### config.mk
export PLATFORM = sky130hd
export DESIGN_NAME = wb_regfile
export DESIGN_NICKNAME = d
export VERILOG_FILES = /design/src/rtl/wb_regfile.sv
export SDC_FILE = /design/constraint.sdc
export NUM_CORES = 2
export LEC_CHECK = 0
export CAP_MARGIN = 5
export CORE_ASPECT_RATIO = 1.1
export CORE_MARGIN = 2
export CORE_UTILIZATION = 40
export DETAILED_ROUTE_END_ITERATION = 8
export GPL_TIMING_DRIVEN = 0
export SETUP_SLACK_MARGIN = 0.15
export SYNTH_ARGS = -nofsm -noshare
export SYNTH_HDL_FRONTEND = slang
export SYNTH_SLANG_ARGS = --single-unit
### constraint.sdc
create_clock -name clk -period 3.8 [get_ports clk]
set_input_delay 0.76 -clock clk [delete_from_list [all_inputs] [get_ports clk]]
set_output_delay 0.76 -clock clk [all_outputs]
set_load 0.1 [all_outputs]
### src/rtl/wb_regfile.sv
// MIPS write-back stage and 2**ADDR_W x DATA_W architectural register file.
// Two bypassed combinational read ports, a registered debug read port and a saturating commit count.
module wb_regfile #(
   parameter int unsigned DATA_W = 32,
   parameter int unsigned ADDR_W = 5,
   parameter int unsigned CNT_W  = 32
) (
   input  logic              clk,
   input  logic              rst,
   input  logic [ADDR_W-1:0] wb_rd,
   input  logic [DATA_W-1:0] wb_mem_data,
   input  logic [DATA_W-1:0] wb_alu_data,
   input  logic [1:0]        wb_ctrl,
   input  logic [ADDR_W-1:0] rs_addr,
   input  logic [ADDR_W-1:0] rt_addr,
   output logic [DATA_W-1:0] rs_data,
   output logic [DATA_W-1:0] rt_data,
   output logic [DATA_W-1:0] wb_data,
   output logic              wb_we,
   input  logic [ADDR_W-1:0] dbg_addr,
   output logic [DATA_W-1:0] dbg_data,
   output logic [CNT_W-1:0]  wr_count
);

   localparam int NumRegs = 2 ** ADDR_W;

   logic [DATA_W-1:0] regs_q [NumRegs];
   logic [DATA_W-1:0] dbg_data_q, dbg_data_d;
   logic [CNT_W-1:0]  wr_count_q, wr_count_d;

   // Register 0 reads as zero; a write in flight to the addressed register wins.
   function automatic logic [DATA_W-1:0] bypass_read(input logic [ADDR_W-1:0] addr,
                                                     input logic              we,
                                                     input logic [ADDR_W-1:0] rd,
                                                     input logic [DATA_W-1:0] data,
                                                     input logic [DATA_W-1:0] stored);
      logic [DATA_W-1:0] val;
      val = stored;
      if (addr == '0) begin
         val = '0;
      end else if (we && (addr == rd)) begin
         val = data;
      end
      return val;
   endfunction

   always_comb begin
      wb_data = wb_ctrl[0] ? wb_mem_data : wb_alu_data;
      wb_we   = wb_ctrl[1] & ~rst & (wb_rd != '0);
   end

   always_comb begin
      rs_data    = bypass_read(rs_addr, wb_we, wb_rd, wb_data, regs_q[rs_addr]);
      rt_data    = bypass_read(rt_addr, wb_we, wb_rd, wb_data, regs_q[rt_addr]);
      dbg_data_d = bypass_read(dbg_addr, wb_we, wb_rd, wb_data, regs_q[dbg_addr]);
   end

   always_comb begin
      wr_count_d = wr_count_q;
      if (wb_we && (wr_count_q != {CNT_W{1'b1}})) begin
         wr_count_d = wr_count_q + 1'b1;
      end
   end

   always_ff @(posedge clk) begin
      if (rst) begin
         for (int i = 0; i < NumRegs; i++) begin
            regs_q[i] <= '0;
         end
         dbg_data_q <= '0;
         wr_count_q <= '0;
      end else begin
         if (wb_we) begin
            regs_q[wb_rd] <= wb_data;
         end
         dbg_data_q <= dbg_data_d;
         wr_count_q <= wr_count_d;
      end
   end

   assign dbg_data = dbg_data_q;
   assign wr_count = wr_count_q;

endmodule

==> reports/qor.yml <==
run_status:
  status: "finished, violations left"
  violations: "DRC, setup timing"
setup_path:
  critPathTopFamily: "buffers and inverters"
  worstSetupPathType: "in -> out"
  critical-path-slowest-cell: "a211oi_4"
  crit_buf_inv: 5
  worstSetupEndpointType: "output port"
  cp_max_fo: 10
  cp_cell_sequence: "clkbuf_8, clkinvlp_4, clkbuf_8, clkbuf_8, nand2_2, o22ai_2, nor3_2, a211oi_4, buf_12"
  worst_ep_arrival_time_ns: 3.44
  crit_required_ns: 3.04
  cp_slowest_stage_delay_ns: 0.65
  worst_setup_path_start_kind: "primary input"
  crit_top_cell: "clkbuf_8"
sta:
  min_period_ns: 4.20
  skew_ns: 0.0464
  rsz0062_at_grt: "yes"
  max-slew-margin-rel_pct: 5.78
  final_max_slew_viol_count: 0
  max_slew.worst_pin.slew_ns: 1.41
  tns_ns: -8.42
  setup_viol: 62
  hold_viol_final: 0
  fmax_ghz: 0.238
  finalCritPeriodShare_pct: 110
  setup_ws_ns: -0.398
flow_run:
  maxCapViolations: 0
drt:
  vias: 58800
  remaining_drc_errors: 2
  drtIter0Drc: 12300
  drt_wl_total_um: 419000
  avgRoutedWirePerCell_um: 54.8
  ant_nets: 0
  dr.pass1.iters: 9
  avgViaCountPerCell: 7.68
hold_path:
  hp-class: "in -> reg"
yosys:
  synth_top_area_share_pct: 48.9
  yosysWarnings: 0
  yosysMostFrequentCell: "nor2_1"
  ys_ff_latch: 1088
  synthFlopType: "edfxtp_1"
  ys_async_sr_fraction_pct: 0
  ys_seq_area_share_pct: 51.0
  synth_top_cell_by_area: "edfxtp_1"
  synth.distinct_cells: 62
  synth_commonest_cells: "nor2_1, edfxtp_1, mux4_2, clkbuf_1, a22oi_1"
  syn_area_um2: 62900
  postSynthAreaPerCell_um2: 13.4
  yosys-top-cells-area: "edfxtp_1, mux4_2, nor2_1"
  synth-edff-count: 1024
  synth_cells: 4696
power:
  peakVddDrop_uv: 397
  powerDensity_nw_per_um2: 439
  leakagePower_nw: 29.4
  totalPowerFinal_mw: 37.0
placement:
  dp_hpwl_um: 290000
  dp_cells: 7104
  port_buffers: 234
  routabilityCongestion: 1.16
die:
  die-area_um2: 160000
  initial_core_util_pct: 40.3
  fp.dieH_um: 420
  pin_count: 249
  die_w_um: 382
  num_rows: 152
  core-area_um2: 156000
cts:
  cts_tree: "built"
  htreeDepth: 3
  clock_sinks: 1088
  clk_pin_slew_worst_paths_ns: 0.06
  clk_path_buf_depth: 3
  cts-root-buf: "clkbuf_16"
  postCtsHoldBufs: 0
  numCtsBuffers: 120
  clkLatencyLatePin_ns: 0.85
grt:
  grt_pass1_wl_um: 531000
  grt_max_degree: 33
  grt.overflow.total: 0
  grt_pass1_vias: 53400
  track_usage_pct: 51.7
  antenna_found_initial: 37
final_layout:
  drive_above_1_share_pct: 38.6
  nets: 5522
  synthToLayoutAreaGrowth_pct: 33.9
  finalNonFillerCells: 7651
[path summary, 6_finish.rpt]
| kind | from | to | slack (ns) | cells after the start |
|---|---|---|---|---|
| hold / removal | rst | wr_count[19]$_SDFFE_PP0P_ | 0.43 | 3 |
| hold reg to reg | wr_count[26]$_SDFFE_PP0P_ | wr_count[26]$_SDFFE_PP0P_ | 0.51 | 2 |
| setup reg to reg | regs_q[4][18]$_SDFFCE_PN0P_ | dbg_data[18]$_SDFF_PP0_ | 1.10 | 5 |
| setup / recovery | rs_addr[4] | rs_data[27] | -0.40 | 9 |
[where the power goes]
part | switching (mW) | internal (mW)
sequential | 0.516 | 13.8
clock | 5.57 | 6.92
combinational | 6.68 | 3.51
total | 12.8 | 24.2
[timing repair]
item,in CTS,in global routing
pin swaps,165,121
endpoints found under the setup margin,2071,83
buffers inserted,191,81
cloned,9,5
gates resized for setup,1931,220
[logic make-up after synthesis]
| logic type | share of synthesized area (%) |
|---|---|
| adder cells (fa/ha/maj) | 0.0199 |
| AND/OR/NAND/NOR | 9.62 |
| other | 0.00597 |
| flip-flops | 51.0 |
| AO/OA/AOI/OAI | 7.23 |
| multiplexers | 28.0 |
| XOR/XNOR | 0.516 |
| buffers and inverters | 3.66 |
[placed cells by master, fill, tap and decap left out, drive strengths merged, types with 39 or more instances in the layout]
| cell type | count |
|---|---|
| mux2i | 187 |
| diode | 39 |
| clkdlybuf4s50 | 129 |
| a22oi | 237 |
| nand3 | 48 |
| buf | 576 |
| inv | 41 |
| nand2 | 142 |
| a221oi | 41 |
| clkinv | 52 |
| o21ai | 67 |
| o22ai | 140 |
| mux4 | 695 |
| nor2 | 1074 |
| dfxtp | 64 |
| edfxtp | 1024 |
| nand2b | 40 |
| clkbuf | 509 |
| a21oi | 99 |
[registers in the layout (all words and copies together), names as in the netlist]
| signal | cells |
|---|---|
| wr_count | 32 |
| dbg_data | 32 |
| regs_q | 1024 |
[layout make-up]
type | instances | area, um2
well taps | 2079 | 2600
flip-flops and latches | 1088 | 32000
repair buffers | 586 | 7490
multi-input cells | 3084 | 32600
clock buffers | 146 | 3160
plain buffers | 511 | 5130
clock inverters | 76 | 816
inverters | 42 | 198
fillers | 12900 | 72000
diodes | 39 | 97.6
[worst min-delay path: stages]
cell	delay, ns
buf_4	0.25
or4_1	0.16
nand2_1	0.04
[per-layer routing]
metal | global-route usage [%] | share of wire, % | wire, um | vias to the layer above
li1 | - | - | - | 20000
met2 | 67.8 | 39 | 162000 | 6961
met1 | 57.0 | 31 | 129000 | 29600
met4 | 50.2 | 13 | 53200 | 18
met3 | 30.2 | 18 | 74500 | 2127
met5 | 1.15 | 0.071 | 299 | -
[metrics by stage]
| stage | setup slack, ns | cell area [um2] | hold slack [ns] | util (%) |
|---|---|---|---|---|
| 3_3_place_gp | -5.09 | 68700 | 0.498 | 44.0 |
| 2_1_floorplan | -0.168 | 63800 | 0.826 | - |
| 4_1_cts | -0.182 | 82200 | 0.407 | 52.6 |
| 5_1_grt | -0.265 | 84100 | 0.452 | 53.9 |
| 6_report | -0.398 | 84200 | 0.426 | 53.9 |
| 3_5_place_dp | -4.14 | 70100 | 0.495 | 44.9 |
(Power assumes the default switching activity.)
